`src/rtl/dec_sel_sequencer_if.sv`:
```
// Control and select bundle between a sweep controller and the 2-to-4 decoder sequencer.
// Latency: n/a (signal grouping only).
// Backpressure: none; start/stop are level requests, outputs are registered status.
interface dec_sel_sequencer_if #(
  parameter int DWELL_W = 8
);
  logic               start;
  logic               stop;
  logic               mode;
  logic               dir;
  logic [DWELL_W-1:0] dwell;
  logic               s0;
  logic               s1;
  logic               blank;
  logic               busy;
  logic               done;

  // Controller side: issues requests and sweep settings, observes select/status.
  modport master (
    output start, stop, mode, dir, dwell,
    input  s0, s1, blank, busy, done
  );

  // Sequencer side.
  modport slave (
    input  start, stop, mode, dir, dwell,
    output s0, s1, blank, busy, done
  );
endinterface

```
`src/rtl/dec_sel_sequencer.sv`:
```
// Steps a 2-bit decoder select through 00..11 (or 11..00), blanking GUARD cycles after each change.
// Latency: start sampled in IDLE loads the first code and blank on the same edge; all outputs are flops.
// Backpressure: none; start is ignored while busy, stop aborts to IDLE on the next edge.
module dec_sel_sequencer #(
  parameter int GUARD   = 2,
  parameter int DWELL_W = 8
) (
  input logic               clk,
  input logic               rst,
  dec_sel_sequencer_if.slave bus
);

  typedef enum logic [1:0] {
    ST_IDLE,
    ST_GUARD,
    ST_DWELL
  } state_t;

  // Counters run down to zero, so they are loaded with (length - 1).
  localparam logic [3:0]         GUARD_LAST = 4'(GUARD - 1);
  localparam logic [DWELL_W-1:0] DWELL_ONE  = DWELL_W'(1);

  state_t             state_q, state_d;
  logic [1:0]         code_q, code_d;
  logic               blank_q, blank_d;
  logic               busy_q, busy_d;
  logic               done_q, done_d;
  logic [3:0]         guard_cnt_q, guard_cnt_d;
  logic [DWELL_W-1:0] dwell_cnt_q, dwell_cnt_d;
  logic               mode_q, mode_d;
  logic               dir_q, dir_d;
  logic [DWELL_W-1:0] dwell_q, dwell_d;

  // Last code of a sweep: 11 going up, 00 going down.
  logic               last_code;
  assign last_code = dir_q ? (code_q == 2'b00) : (code_q == 2'b11);

  // State, counter, capture and output registers; reset wins over everything, including a pending done.
  always_ff @(posedge clk) begin
    if (rst) begin
      state_q     <= ST_IDLE;
      code_q      <= 2'b00;
      blank_q     <= 1'b1;
      busy_q      <= 1'b0;
      done_q      <= 1'b0;
      guard_cnt_q <= '0;
      dwell_cnt_q <= '0;
      mode_q      <= 1'b0;
      dir_q       <= 1'b0;
      dwell_q     <= '0;
    end else begin
      state_q     <= state_d;
      code_q      <= code_d;
      blank_q     <= blank_d;
      busy_q      <= busy_d;
      done_q      <= done_d;
      guard_cnt_q <= guard_cnt_d;
      dwell_cnt_q <= dwell_cnt_d;
      mode_q      <= mode_d;
      dir_q       <= dir_d;
      dwell_q     <= dwell_d;
    end
  end

  // Next-state and next-output logic; outputs are computed one edge ahead so they leave straight from flops.
  always_comb begin
    state_d     = state_q;
    code_d      = code_q;
    blank_d     = blank_q;
    busy_d      = busy_q;
    done_d      = 1'b0;
    guard_cnt_d = guard_cnt_q;
    dwell_cnt_d = dwell_cnt_q;
    mode_d      = mode_q;
    dir_d       = dir_q;
    dwell_d     = dwell_q;

    case (state_q)
      ST_IDLE: begin
        blank_d = 1'b1;
        busy_d  = 1'b0;
        // stop has priority over start.
        if (bus.start && !bus.stop) begin
          mode_d      = bus.mode;
          dir_d       = bus.dir;
          // A zero dwell would otherwise wrap the down-counter; run it as one cycle.
          dwell_d     = (bus.dwell == '0) ? DWELL_ONE : bus.dwell;
          code_d      = bus.dir ? 2'b11 : 2'b00;
          blank_d     = 1'b1;
          busy_d      = 1'b1;
          guard_cnt_d = GUARD_LAST;
          state_d     = ST_GUARD;
        end
      end

      ST_GUARD: begin
        if (bus.stop) begin
          state_d = ST_IDLE;
          blank_d = 1'b1;
          busy_d  = 1'b0;
        end else if (guard_cnt_q == 4'd0) begin
          state_d     = ST_DWELL;
          blank_d     = 1'b0;
          dwell_cnt_d = dwell_q - DWELL_ONE;
        end else begin
          guard_cnt_d = guard_cnt_q - 4'd1;
        end
      end

      ST_DWELL: begin
        if (bus.stop) begin
          state_d = ST_IDLE;
          blank_d = 1'b1;
          busy_d  = 1'b0;
        end else if (dwell_cnt_q == '0) begin
          if (mode_q && last_code) begin
            // Single sweep complete: code holds its final value.
            state_d = ST_IDLE;
            blank_d = 1'b1;
            busy_d  = 1'b0;
            done_d  = 1'b1;
          end else begin
            // The code only ever changes here, on entry to GUARD; 2-bit arithmetic gives the wrap.
            code_d      = dir_q ? (code_q - 2'b01) : (code_q + 2'b01);
            state_d     = ST_GUARD;
            blank_d     = 1'b1;
            guard_cnt_d = GUARD_LAST;
          end
        end else begin
          dwell_cnt_d = dwell_cnt_q - DWELL_ONE;
        end
      end

      default: begin
        state_d = ST_IDLE;
        blank_d = 1'b1;
        busy_d  = 1'b0;
      end
    endcase
  end

  assign bus.s0    = code_q[0];
  assign bus.s1    = code_q[1];
  assign bus.blank = blank_q;
  assign bus.busy  = busy_q;
  assign bus.done  = done_q;

endmodule
```
`src/flat_wrapper.sv`:
```
// flat-port wrapper written by rule: the top's interface ports become plain ports
module dec_sel_sequencer_flat 
#(
  parameter int GUARD   = 2,
  parameter int DWELL_W = 8
)
  (clk, rst, bus_start, bus_stop, bus_mode, bus_dir, bus_dwell, bus_s0, bus_s1, bus_blank, bus_busy, bus_done);
  dec_sel_sequencer_if #(.DWELL_W(DWELL_W)) bus_i ();
  input logic clk;
  input logic rst;
  input wire logic [$bits(bus_i.start)-1:0] bus_start;
  input wire logic [$bits(bus_i.stop)-1:0] bus_stop;
  input wire logic [$bits(bus_i.mode)-1:0] bus_mode;
  input wire logic [$bits(bus_i.dir)-1:0] bus_dir;
  input wire logic [$bits(bus_i.dwell)-1:0] bus_dwell;
  output wire logic [$bits(bus_i.s0)-1:0] bus_s0;
  output wire logic [$bits(bus_i.s1)-1:0] bus_s1;
  output wire logic [$bits(bus_i.blank)-1:0] bus_blank;
  output wire logic [$bits(bus_i.busy)-1:0] bus_busy;
  output wire logic [$bits(bus_i.done)-1:0] bus_done;
  assign bus_i.start = bus_start;
  assign bus_i.stop = bus_stop;
  assign bus_i.mode = bus_mode;
  assign bus_i.dir = bus_dir;
  assign bus_i.dwell = bus_dwell;
  assign bus_s0 = bus_i.s0;
  assign bus_s1 = bus_i.s1;
  assign bus_blank = bus_i.blank;
  assign bus_busy = bus_i.busy;
  assign bus_done = bus_i.done;
  dec_sel_sequencer #(.GUARD(GUARD), .DWELL_W(DWELL_W)) u_core (.clk(clk), .rst(rst), .bus(bus_i));
endmodule
```
`config.mk`:
```
export PLATFORM = sky130hd
export DESIGN_NAME = dec_sel_sequencer_flat
export DESIGN_NICKNAME = d
export VERILOG_FILES = /design/src/rtl/dec_sel_sequencer_if.sv /design/src/rtl/dec_sel_sequencer.sv /design/src/flat_wrapper.sv
export SDC_FILE = /design/constraint.sdc
export NUM_CORES = 1
export LEC_CHECK = 0
export CAP_MARGIN = 20
export CORE_MARGIN = 8
export CORE_UTILIZATION = 52
export DETAILED_ROUTE_END_ITERATION = 10
export GPL_ROUTABILITY_DRIVEN = 1
export GPL_TIMING_DRIVEN = 0
export MAX_ROUTING_LAYER = met4
export PLACE_DENSITY = 0.74
export RECOVER_POWER = 25
export SYNTH_ARGS = -nofsm -noshare
export SYNTH_HDL_FRONTEND = slang
export SYNTH_SLANG_ARGS = --single-unit
```
`constraint.sdc`:
```
create_clock -name clk -period 6.5 [get_ports clk]
set_input_delay 1.3 -clock clk [delete_from_list [all_inputs] [get_ports clk]]
set_output_delay 1.3 -clock clk [all_outputs]
set_load 0.05 [all_outputs]
```
==> reports/metrics.csv <==
metric,value,unit
CTS Root Cell,clkbuf_4,
Worst Skew,0.008247,ns
synth top area cells,"dfxtp_1, nand2_1, a21oi_1, nor2_1, nor4_4",
pre-CTS WS,3.550,ns
reg2reg setup slack,3.94,ns
prevailing post-synth register cell,dfxtp_1,
total nets after synthesis,233,
final period utilization,44.83,%
Vias,1636,
Total Wirelength,4139,um
chip height,73.69,um
mapped cell area,1730,sq um
RSZ-0062 raised after global routing,no,
status,finished clean,
Ports,19,
CP max FO,10,
Post-CTS Setup Repair Bufs,0,
DRT antenna net count,0,
placed cell count,278,
GRT Overall Usage,17.25,%
CP Cell Sequence,clkbuf_1 -> nor3b_1 -> and2_0 -> clkbuf_1 -> a21oi_1 -> o21ai_0 -> a31oi_1,
max-cap violations,0,
"most common cell after layout, fill and taps aside",nand2_1,
antenna violations before repair,0,
crit end category,flip-flop,
Power per Cell Area,226.5,nW/um^2
pin count of the biggest net entering global routing,11,
hpwl dp,3037,um
WHS Path Cells,2,
Worst Hold Path EP,u_core.dwell_q[1],
DRT iter0 DRCs,127,
post-synth top area share,33.55,%
Worst-Margin Slew,0.7197,ns
H-tree levels,2,
CP most frequent cell,clkbuf_1,
number of gates resized after CTS,0,
mean cell area of the mapped netlist,8.011,sq um
critical path launch point type,input port,
Synth Register Bits,29,
Inserted Clock Buffers,5,
setup TNS,0,ns
CTS tree,yes,
min cycle time layout,2.914,ns
Pins Over Slew Limit,0,
DRC,0,
Initial Utilization,53.11,%
Post-synth EDFFs,0,
Syn. warnings,0,
final setup margin,3.586,ns
f_max,0.3432,GHz
fin cells,286,
placer congestion estimate,0.8919,
vias in the first global route,1456,
crit path max-delay cell type,a21oi_1,
PortBufs,16,
share of layout cells above drive strength 1,8.333,%
Skew-Pair Late Insertion Delay,0.33,ns
"Req. time, crit path",6.77,ns
setup violators final,0,
post-placement cell area,1948,sq um
worst flop-to-flop path startpoint,u_core.state_q[0],
Yosys top cell by area,dfxtp_1,
clk slew on worst S/H paths,0.11,ns
TritonCTS Sinks,29,
Max Root-Sink Buffers,2,
DR pass1 iterations,5,
drt via density,5.720,
WL/cell,14.47,um
Core Region,3258,sq um
Die X,73.69,um
R2R Path End,u_core.dwell_cnt_q[6],
# diodes,0,
min-delay worst type,reg -> reg,
worst IR drop on VDD,116.9,uV
crit path DAT,3.18,ns
Rows,21,
DIE AREA,5429,sq um
P&R area growth vs syn,17.14,%
Leakage,0.7156,nW
start point of the critical path,bus_stop,
grt ovf,0,
"Net count, final",256,
most frequent cells in the layout,"nand2_1, dfxtp_1, nor2_1, a21oi_1, clkdlybuf4s50_1",
cells on worst reg2reg path,9,
sequential fraction of the synthesis area,33.55,%
Hold Path Origin,u_core.dwell_q[1],
Cells after Synth,216,
Synth async-reset ratio,0,%
final instance area,2027,sq um
critical path class,in -> reg,
max incr delay on CP,0.61,ns
Final Hold Fails,0,
global-route wire length before repair,7058,um
Worst slew margin,52.02,%
distinct cell type count after synthesis,53,
cts hold-fix bufs,0,
worst max path at each step:
| stage | slack [ns] | end |
|---|---|---|
| after global placement | 3.54 | u_core.dwell_q[0] |
| after CTS | 3.61 | bus_s1 |
| after floorplan | 3.88 | u_core.dwell_cnt_q[2] |
| final | 3.59 | u_core.dwell_cnt_q[4] |
| after detailed placement | 3.55 | u_core.dwell_q[0] |
| after global routing | 3.43 | u_core.dwell_cnt_q[6] |
synthesized netlist by cell type, types with 2 or more instances:
| library cell | instances |
|---|---|
| a211o_1 | 2 |
| a21o_1 | 3 |
| a21oi_1 | 19 |
| a22oi_1 | 2 |
| a31oi_1 | 6 |
| a41oi_1 | 2 |
| buf_2 | 3 |
| buf_6 | 2 |
| clkbuf_1 | 5 |
| dfxtp_1 | 29 |
| ha_1 | 3 |
| inv_1 | 5 |
| mux2i_1 | 5 |
| nand2_1 | 39 |
| nand3_1 | 3 |
| nand3b_1 | 4 |
| nand4_1 | 2 |
| nor2_1 | 23 |
| nor2b_1 | 4 |
| nor3_1 | 8 |
| nor3b_1 | 4 |
| nor4_1 | 3 |
| nor4_4 | 3 |
| o2111ai_1 | 2 |
| o21ai_0 | 4 |
| o31a_1 | 2 |
| or3_1 | 2 |
| xor2_1 | 2 |
cell type report:
type | instances | area [sq um]
buffer | 12 | 65.06
clock buffer | 7 | 55.05
clock inverter | 1 | 30.03
fill | 325 | 1231
inverter | 5 | 18.77
multi-input combinational | 170 | 1060
sequential | 29 | 580.6
tap | 46 | 57.56
timing repair buffer | 16 | 160.2
stage by stage:
| step | utilization (%) | hold WS [ns] | power, mW |
|---|---|---|---|
| floorplan | - | 0.4494 | 0.2753 |
| global placement | 59.79 | 0.4669 | 0.3017 |
| detailed placement | 59.79 | 0.4759 | 0.3023 |
| CTS | 62.40 | 0.4893 | 0.4609 |
| global route | 62.21 | 0.5128 | 0.4792 |
| finish | 62.21 | 0.4891 | 0.4591 |
critical path, delay by kind of cell:
kind            cells  cell delay, ns
buf+inv             2            0.58
simple gates        2            0.33
compound gates      3            0.98
layer usage:
layer  GRT usage (%)  vias to the layer above  part of all wire, %  wire length, um
li1                -                      830                    -                -
met2           25.20                       38                   45             1868
met1           22.67                      761                   50             2064
met5               -                        -                    0                0
met3           4.366                        7                  3.9              160
met4           5.100                        0                  1.1               46
flip-flops by register name (all words and copies together) (netlist names), 2 cells and up:
signal,count
u_core.state_q,2
u_core.dwell_q,8
u_core.dwell_cnt_q,8
u_core.guard_cnt_q,4
u_core.code_q,2
cell families after synthesis:
family          after synthesis  synth area share (%)
simple gates                104                 32.18
compound gates               54                 22.06
flops                        29                 33.55
buf+inv                      17                 4.989
mux                           6                 3.543
xor+xnor                      3                 1.519
fa+ha+maj                     3                 2.169
power breakdown:
group | internal (mW) | switching, mW | total, mW
Combinational | 0.0437 | 0.0551 | 0.0988
Clock | 0.0919 | 0.0689 | 0.161
Sequential | 0.187 | 0.0124 | 0.200
Power figures use the tool's default switching activity.
